$ cat src/rtl/pdh_pkg.sv
// Shared PDH definitions: DAC word layout and pack/unpack helpers used by the
// command core and the DAC slew limiter.
package pdh_pkg;
    localparam int DAC_DATA_WIDTH   = 14;
    localparam int AXIS_TDATA_WIDTH = 32;
    localparam logic [DAC_DATA_WIDTH-1:0] DAC_MID = 14'h2000;

    localparam int CH1_LSB = 0;
    localparam int CH2_LSB = 16;

    typedef logic [DAC_DATA_WIDTH-1:0]   dac_t;
    typedef logic [AXIS_TDATA_WIDTH-1:0] dac_word_t;

    function automatic dac_word_t dac_pack(input dac_t ch1, input dac_t ch2);
        return {2'b00, ch2, 2'b00, ch1};
    endfunction

    function automatic dac_t dac_ch1(input dac_word_t w);
        return w[CH1_LSB +: DAC_DATA_WIDTH];
    endfunction

    function automatic dac_t dac_ch2(input dac_word_t w);
        return w[CH2_LSB +: DAC_DATA_WIDTH];
    endfunction
endpackage

$ cat src/rtl/slew_channel.sv
// One DAC channel: holds the commanded target and walks the output toward it
// by at most `step` codes per tick, landing exactly on the target.
module slew_channel
    import pdh_pkg::*;
(
    input  logic clk,
    input  logic rst_i,
    input  logic load,
    input  dac_t load_val,
    input  logic tick,
    input  dac_t step,
    input  logic immediate,
    output dac_t out,
    output logic at_target
);
    dac_t               tgt_q, tgt_d;
    dac_t               out_q, out_d;
    logic signed [14:0] diff;
    logic        [14:0] mag;

    always_comb begin
        tgt_d = load ? load_val : tgt_q;
        diff  = $signed({1'b0, tgt_q}) - $signed({1'b0, out_q});
        mag   = diff[14] ? $unsigned(-diff) : $unsigned(diff);
        out_d = out_q;
        if (immediate) begin
            out_d = tgt_q;
        end else if (tick && diff != 15'sd0) begin
            // Landing exactly when within one step is what keeps us off the rails.
            if (mag <= {1'b0, step})
                out_d = tgt_q;
            else if (!diff[14])
                out_d = out_q + step;
            else
                out_d = out_q - step;
        end
        at_target = (out_d == tgt_d);
    end

    always_ff @(posedge clk) begin
        if (rst_i) begin
            tgt_q <= DAC_MID;
            out_q <= DAC_MID;
        end else begin
            tgt_q <= tgt_d;
            out_q <= out_d;
        end
    end

    assign out = out_q;
endmodule

$ cat src/rtl/dac_slew_limiter.sv
// Turns the sparse PS target stream into a continuous DAC stream whose two
// channels slew toward their targets at a programmable rate.
module dac_slew_limiter
    import pdh_pkg::*;
#(
    parameter int DIV_WIDTH = 16
) (
    input  logic                        clk,
    input  logic                        rst_i,
    input  logic [AXIS_TDATA_WIDTH-1:0] s_tdata_i,
    input  logic                        s_tvalid_i,
    input  logic [DAC_DATA_WIDTH-1:0]   step_i,
    input  logic [DIV_WIDTH-1:0]        div_i,
    input  logic                        bypass_i,
    output logic [AXIS_TDATA_WIDTH-1:0] m_tdata_o,
    output logic                        m_tvalid_o,
    output logic                        busy_o,
    output logic                        settled_o
);
    logic [DIV_WIDTH-1:0] cnt_q, cnt_d;
    logic                 tick, immediate;
    logic                 busy_q, busy_d, settled_q, vld_q;
    dac_t                 out1, out2;
    logic                 at1, at2;

    assign tick      = (cnt_q == div_i);
    assign immediate = bypass_i || (step_i == '0);

    // A divisor lowered below the running count wraps without producing a tick.
    always_comb begin
        cnt_d = cnt_q + 1'b1;
        if (tick || cnt_q > div_i)
            cnt_d = '0;
    end

    slew_channel u_ch1 (
        .clk(clk), .rst_i(rst_i), .load(s_tvalid_i), .load_val(dac_ch1(s_tdata_i)),
        .tick(tick), .step(step_i), .immediate(immediate), .out(out1), .at_target(at1)
    );

    slew_channel u_ch2 (
        .clk(clk), .rst_i(rst_i), .load(s_tvalid_i), .load_val(dac_ch2(s_tdata_i)),
        .tick(tick), .step(step_i), .immediate(immediate), .out(out2), .at_target(at2)
    );

    assign busy_d = !(at1 && at2);

    always_ff @(posedge clk) begin
        if (rst_i) begin
            cnt_q     <= '0;
            busy_q    <= 1'b0;
            settled_q <= 1'b0;
            vld_q     <= 1'b0;
        end else begin
            cnt_q     <= cnt_d;
            busy_q    <= busy_d;
            settled_q <= busy_q && !busy_d;
            vld_q     <= 1'b1;
        end
    end

    assign m_tdata_o  = dac_pack(out1, out2);
    assign m_tvalid_o = vld_q;
    assign busy_o     = busy_q;
    assign settled_o  = settled_q;
endmodule

$ cat config.mk
export PLATFORM = sky130hd
export DESIGN_NAME = dac_slew_limiter
export DESIGN_NICKNAME = d
export VERILOG_FILES = /design/src/rtl/pdh_pkg.sv /design/src/rtl/slew_channel.sv /design/src/rtl/dac_slew_limiter.sv
export SDC_FILE = /design/constraint.sdc
export NUM_CORES = 1
export LEC_CHECK = 0
export ABC_AREA = 1
export BUFFER_PORTS_ARGS = -buffer_cell sky130_fd_sc_hd__buf_4
export CAP_MARGIN = 40
export CORE_ASPECT_RATIO = 0.75
export CORE_MARGIN = 2
export CORE_UTILIZATION = 60
export CTS_BUF_LIST = sky130_fd_sc_hd__clkbuf_16
export DETAILED_ROUTE_END_ITERATION = 8
export PLACE_DENSITY = 0.81
export SLEW_MARGIN = 40
export SYNTH_ARGS = -nofsm -noshare
export SYNTH_HDL_FRONTEND = slang
export SYNTH_SLANG_ARGS = --single-unit
$ cat constraint.sdc
create_clock -name clk -period 5.1 [get_ports clk]
set_clock_uncertainty 0.05 [all_clocks]
set_input_delay 0.255 -clock clk [delete_from_list [all_inputs] [get_ports clk]]
set_output_delay 0.255 -clock clk [all_outputs]
set_load 0.01 [all_outputs]
==> impl_results.md, run 1 <==
- Post-synth cell types: 55
- CP max-delay cell: dfxtp_1
- Worst slew pin tran: 677.3 ps
- Sequential cell fraction of total power: 19.9%
- Peak VDD IR: 245.1 uV
- Die height: 115.6 um
- Initial Util: 61.82%
- H-Tree Depth: 3
- HP Start: s_tdata_i[25]
- Fin util: 70.86%
- Fin. Hold Viols: 0
- Largest net degree at the start of global routing: 56
- First-pass GRT wire length: 49110 um
- Most frequent CP cell: nand2_1
- Net switching power: 1462 uW
- Post-synth top area cell: nand2_1
- CTS Sinks: 75
- Crit path from: u_ch1.out[9]
- Min cycle time layout: 4818 ps
- Avg Inst Size Synth: 5.995 um2
- Critical Path RT: 5320 ps
- Number of synthesized flops with an enable pin: 0
- Worst skew pair latency: 330 ps
- P per Cell Area: 287.9 mW/mm2
- Routed vias/inst: 5.632
- Fin crit share: 94.46%
- Post-route DRC violation count: 0
- FMAX: 207.6 MHz
- Final WL: 30920 um
- Post-synthesis register bit count: 75
- Core box area: 0.01612 mm2
- Top-area cell type share of the netlist area: 18.61%
- DR WL/cell: 15.63 um
- Worst path bufs/invs: 5
- CP max stage delay: 400 ps
- Port-buffer cells: 92
- Die Wd: 152.8 um
- PnR worst setup slack: 282.4 ps
- Post-Syn Area: 0.009963 mm2
- Leading register cell type out of synthesis: dfxtp_1
- Fin. max-slew vios: 0
- Most common cell in the synthesized netlist: nand2_1
- Sequential area share after synthesis: 15.07%
- Initial drt markers: 1310
- Synth cell count leaders: nand2_1 (494), inv_1 (233), nand3_1 (167), nor2_1 (110), ha_1 (102)
- HP Class: in2reg
- Crit path DAT: 5040 ps
- Worst Setup Start Kind: register
- GR Util All Layers: 34.45%
- Relative slew slack: 54.80%
- Synth-to-layout area growth: 14.62%
- Maxcap violations: 0
- CTS Buf Count: 9
- Die area: 0.01766 mm2
- # rows: 40
- Reg2reg start: u_ch1.out[9]
- Fillcell total: 1421
- Cell leakage power: 0.006146 uW
- Ys async rst share: 0%
- Clk pwr share: 23.2%
- Worst setup path class: reg2reg
- Top delay family on crit path: simple AND/OR/NAND/NOR gates
- Synth warn: 0
- Status: completed
- Final nets: 1936
- Final setup viols: 0
- Clock transition at path regs: 60 ps
- Initial antenna violation count: 0
- Vias in the first global route: 9794
- Switch share: 44.46%
- Crit. End Element: register
- Clock Tree Buf Depth: 2
- Hold buffers post-CTS: 0
- Dpl ws: -55.60 ps
- Comb pwr share: 56.9%
- Post-route ant nets: 0
- Grt ovf: 0
- Layout cells sized above 1: 15.61%
- Via count: 11140
- CTS tree: done
- Clock root buffer: clkbuf_16
- Mapped Cells: 1662
- # IOs: 101
- Top cells by area, synth: nand2_1 (19%), dfxtp_1 (15%), ha_1 (13%), inv_1 (8.8%), nand3_1 (8.4%)
- Final TNS setup: 0 ps
- 1st-pass router iterations: 5
- Number of diodes: 0
- DP Wirelength: 25380 um
- Cell Int Power: 1826 uW
- Routability Congestion: 1.005
- Max FO, Critical Path: 16
[registers in the layout (all words and copies together) (netlist names)]
name / cells
u_ch2.out: 14
u_ch2.tgt_q: 14
u_ch1.tgt_q: 14
cnt_q: 16
u_ch1.out: 14
busy_o: 1
m_tvalid_o: 1
settled_o: 1
[routing by layer]
metal / track usage (%) / vias to the layer above / share of wire [%]
met5: 0 / - / 0
met4: 7.778 / 0 / 1.7
li1: - / 5589 / -
met3: 9.088 / 43 / 12
met1: 50.58 / 4947 / 47
met2: 50.46 / 562 / 39
[layout make-up]
cell class	count	area [um2]	share of cell area, %
multi-input cells	1307	7436	65.11
flip-flops and latches	75	1506	13.19
repair buffers	124	930.9	8.152
inverters	247	929.6	8.141
well taps	210	262.8	2.301
clock buffers	9	225.2	1.972
clock inverters	6	128.9	1.129
[power groups by stage]
| stage | clock network [uW] | logic, uW | registers, uW |
|---|---|---|---|
| floorplan | 0 | 1380 | 649 |
| global placement | 0 | 1720 | 661 |
| detailed placement | 0 | 1770 | 661 |
| CTS | 768 | 1790 | 649 |
| global route | 799 | 2100 | 654 |
| finish | 764 | 1870 | 654 |
[final timing paths]
| path | end | slack, ps | cells after the start |
|---|---|---|---|
| min | u_ch2.tgt_q[9] | 160 | 3 |
| min reg2reg | cnt_q[0] | 430 | 1 |
| max | settled_o | 280 | 28 |
| max reg2reg | settled_o | 280 | 28 |
[timing repair]
action                                  4_1_cts  5_1_grt
gates resized for setup                       2       35
pin swaps                                     0        8
buffers inserted                              0        3
endpoints found under the setup margin        2        2
[tightest hold or removal path, cell delays in order]
cell and delay [ps]:
buf_4 80, mux2i_1 80, nor2_1 90
[metrics by stage]
step,std cells,total power [uW],cell area [um2],hold WS (ps)
floorplan,1665,2028,9975,379.7
global route,1978,3548,11420,167.2
finish,1978,3288,11420,155.5
CTS,1975,3202,11270,144.1
detailed placement,1960,2433,10910,417.9
global placement,1960,2383,10910,398.9
[kinds of logic (layout without fill, tap and decap cells)]
| logic type | count (synthesis) | after routing | share of synthesized area (%) |
|---|---|---|---|
| xor+xnor | 54 | 54 | 4.747 |
| other cells | 1 | 4 | 0.03764 |
| compound gates | 202 | 202 | 11.43 |
| simple gates | 931 | 931 | 42.36 |
| fa+ha+maj | 106 | 106 | 13.61 |
| mux | 10 | 10 | 1.005 |
| buf+inv | 283 | 386 | 11.74 |
| flops | 75 | 75 | 15.07 |
[placed cells by master (no fill, tap or decap), types with 15 or more instances in the layout]
cell type  Yosys  final
nand2_2       29     31
nand3b_1      16     16
xnor2_1       15     15
nor2_1       110    105
xor2_1        39     39
nand3_1      167    164
nor2_2        17     22
a21oi_1       98     97
dfxtp_1       75     71
nand2_1      494    490
inv_1        233    232
nand4_1       23     23
ha_1         102     99
or2_2         17     17
nor3_1        20     18
nand3_2       12     15
o21ai_0       62     60
buf_4          7    124
Note: power is estimated with default switching activity, not from simulation.
==> run 2, diff against run 1 <==
CTS_BUF_LIST = sky130_fd_sc_hd__clkbuf_2 sky130_fd_sc_hd__clkbuf_4 sky130_fd_sc_hd__clkbuf_8   (was sky130_fd_sc_hd__clkbuf_16)
==> run 2 against run 1 <==
Effect of this change:
- wire length decreased by 1.1%
- flip-flop and latch count is the same
- clock-buffer cell count grew 1
- global-route usage fell by 0.35 points
- register-to-register slack worse by 20 ps
- critical path depth rose by 5
- cell count hardly changed
- sequential share of layout area is 0.11 points higher
- setup slack worse by 19 ps
- critical path type unchanged
- critical endpoint is now busy_o
==> impl_results.md, run 2 (synthesis gave the netlist of run 1 again) <==
- Final WL: 30580 um (was 30920 um)
- Status: completed (unchanged)
- Final setup viols: 0 (unchanged)
- Routability Congestion: 1.005 (unchanged)
- DR WL/cell: 15.47 um (was 15.63 um)
- HP Class: in2reg (unchanged)
- R2R cell count: 33 (was 28)
- CTS Buf Count: 9 (unchanged)
- P per Cell Area: 276.2 mW/mm2 (was 287.9 mW/mm2)
- CTS Sinks: 75 (unchanged)
- Hold EP: u_ch2.tgt_q[11] (was u_ch2.tgt_q[9])
- Largest net degree at the start of global routing: 56 (unchanged)
- Placed insts: 1960 (unchanged)
- Worst skew pair latency: 360 ps (was 330 ps)
- Final nets: 1935 (was 1936)
- Reg2reg start: u_ch2.out[4] (was u_ch1.out[9])
- Vias in the first global route: 9708 (was 9794)
- Worst path bufs/invs: 4 (was 5)
- # rows: 40 (unchanged)
- Crit. End Element: register (unchanged)
- HP Start: s_tdata_i[27] (was s_tdata_i[25])
- Fin cells: 1977 (was 1978)
- Routed vias/inst: 5.601 (was 5.632)
- Die height: 115.6 um (unchanged)
- Fin. Hold Viols: 0 (unchanged)
- Port-buffer cells: 92 (unchanged)
- RR Endpoint: busy_o (was settled_o)
- Max reg flops: 16 (unchanged)
- First-pass GRT wire length: 48660 um (was 49110 um)
- H-Tree Depth: 3 (unchanged)
- Biggest register: cnt_q (unchanged)
- CP max stage delay: 490 ps (was 400 ps)
- Fin. max-slew vios: 0 (unchanged)
- Number of diodes: 0 (unchanged)
- FMAX: 206.8 MHz (was 207.6 MHz)
- 1st-pass router iterations: 6 (was 5)
- Most frequent CP cell: nand2_1 (unchanged)
- Relative slew slack: 55.04% (was 54.80%)
- Clock Tree Buf Depth: 2 (unchanged)
- Synth-to-layout area growth: 13.58% (was 14.62%)
- Post-route DRC violation count: 0 (unchanged)
- Die area: 0.01766 mm2 (unchanged)
- Clock root buffer: clkbuf_8 (was clkbuf_16)
- R2R Setup Slk: 260 ps (was 280 ps)
- Die Wd: 152.8 um (unchanged)
- Grt ovf: 0 (unchanged)
- Min cycle time layout: 4836 ps (was 4818 ps)
- GR Util All Layers: 34.10% (was 34.45%)
- Hold Path Stages: 3 (unchanged)
- DP Wirelength: 25380 um (unchanged)
- Peak VDD IR: 227.8 uV (was 245.1 uV)
- Layout cells sized above 1: 15.45% (was 15.61%)
- Worst Setup Start Kind: register (unchanged)
- # IOs: 101 (unchanged)
- Most common cell after layout, fill and taps aside: nand2_1 (unchanged)
- Fin crit share: 94.83% (was 94.46%)
- Initial Util: 61.82% (unchanged)
- Maxcap violations: 0 (unchanged)
- Initial antenna violation count: 0 (unchanged)
- WHS: 125.4 ps (was 155.5 ps)
- Post-route ant nets: 0 (unchanged)
- Top delay family on crit path: simple AND/OR/NAND/NOR gates (unchanged)
- Commonest non-fill, non-tap cells in the layout: nand2_1 (490), inv_1 (232), nand3_1 (164) (unchanged)
- Initial drt markers: 1132 (was 1310)
- CP max-delay cell: dfxtp_1 (unchanged)
- Critical Path RT: 5280 ps (was 5320 ps)
- CTS tree: done (unchanged)
- Core box area: 0.01612 mm2 (unchanged)
- Worst slew pin tran: 673.7 ps (was 677.3 ps)
- Crit path DAT: 5020 ps (was 5040 ps)
- PnR worst setup slack: 263.9 ps (was 282.4 ps)
- Via count: 11070 (was 11140)
- Dpl ws: -55.60 ps (unchanged)
- Max FO, Critical Path: 10 (was 16)
- Clock transition at path regs: 80 ps (was 60 ps)
- Cell leakage power: 0.006103 uW (was 0.006146 uW)
- Worst setup path class: reg2reg (unchanged)
==> run 2: cell types whose count changed in the layout (fill, tap and decap cells not counted), moves of 2 or more <==
cell / change
clkbuf_16: -9
clkbuf_8: +10
ha_1: +2
ha_2: -2
==> run 2: routing by layer <==
layer  vias to the layer above  routed length, um  global-route usage [%]
met4                         0                476                   7.407
met5                         -                  0                       0
li1                       5577                  -                       -
met3                        37               3705                   8.564
met2                       488              11980                   49.84
met1                      4971              14420                   50.53
==> run 2: area by class of cell <==
| type | count | area [um2] |
|---|---|---|
| fill | 1450 | 4800 |
| sequential | 75 | 1505 |
| timing repair buffer | 123 | 923.4 |
| multi-input combinational | 1307 | 7432 |
| inverter | 247 | 929.6 |
| tap | 210 | 262.8 |
| clock buffer | 10 | 137.6 |
| clock inverter | 5 | 125.1 |
==> run 2: power breakdown <==
part           total (uW)  internal [uW]  switching, uW
registers             652            612           40.3
clock network         608            384            223
logic                1870            688           1180
total                3130           1680           1440
==> run 2: worst max-delay path by stage <==
stage / startpoint / end / slack (ps) / cells past startpoint
6_report: u_ch2.out[4] / busy_o / 260 / 33
5_1_grt: u_ch2.out[3] / busy_o / -40 / 34
4_1_cts: u_ch1.tgt_q[0] / settled_o / 5 / 31
3_5_place_dp: u_ch1.tgt_q[0] / busy_o / -60 / 32
3_3_place_gp: u_ch1.tgt_q[0] / busy_o / 170 / 32
2_1_floorplan: u_ch1.tgt_q[0] / busy_o / 740 / 33
==> run 2: metrics by stage <==
step	instance area (um2)	setup TNS, ps	total power, uW	utilization, %
floorplan	9975	0	2028	-
global placement	10910	0	2383	67.67
detailed placement	10910	-100.7	2433	67.71
CTS	11180	0	3043	69.36
global route	11320	-41.17	3378	70.22
finish	11320	0	3126	70.22
==> run 2: what timing repair did <==
| item | in CTS | in global routing |
|---|---|---|
| endpoints found under the setup margin | 2 | 2 |
| buffers inserted | 0 | 2 |
| hold buffers | 0 | 0 |
| resized for setup | 1 | 33 |
| hold endpoints to repair | 0 | 0 |
| pin swaps | 0 | 8 |
==> run 2: worst reg2reg max path: cells and delay by family, from the launching register on <==
family | cells | cell delay [ps]
AOI/OAI and AO/OA | 2 | 430
xor gates and xnor gates | 1 | 150
adders and majority gates | 2 | 690
buffers and inverters | 4 | 540
DFF | 1 | 490
and+or+nand+nor | 24 | 2340
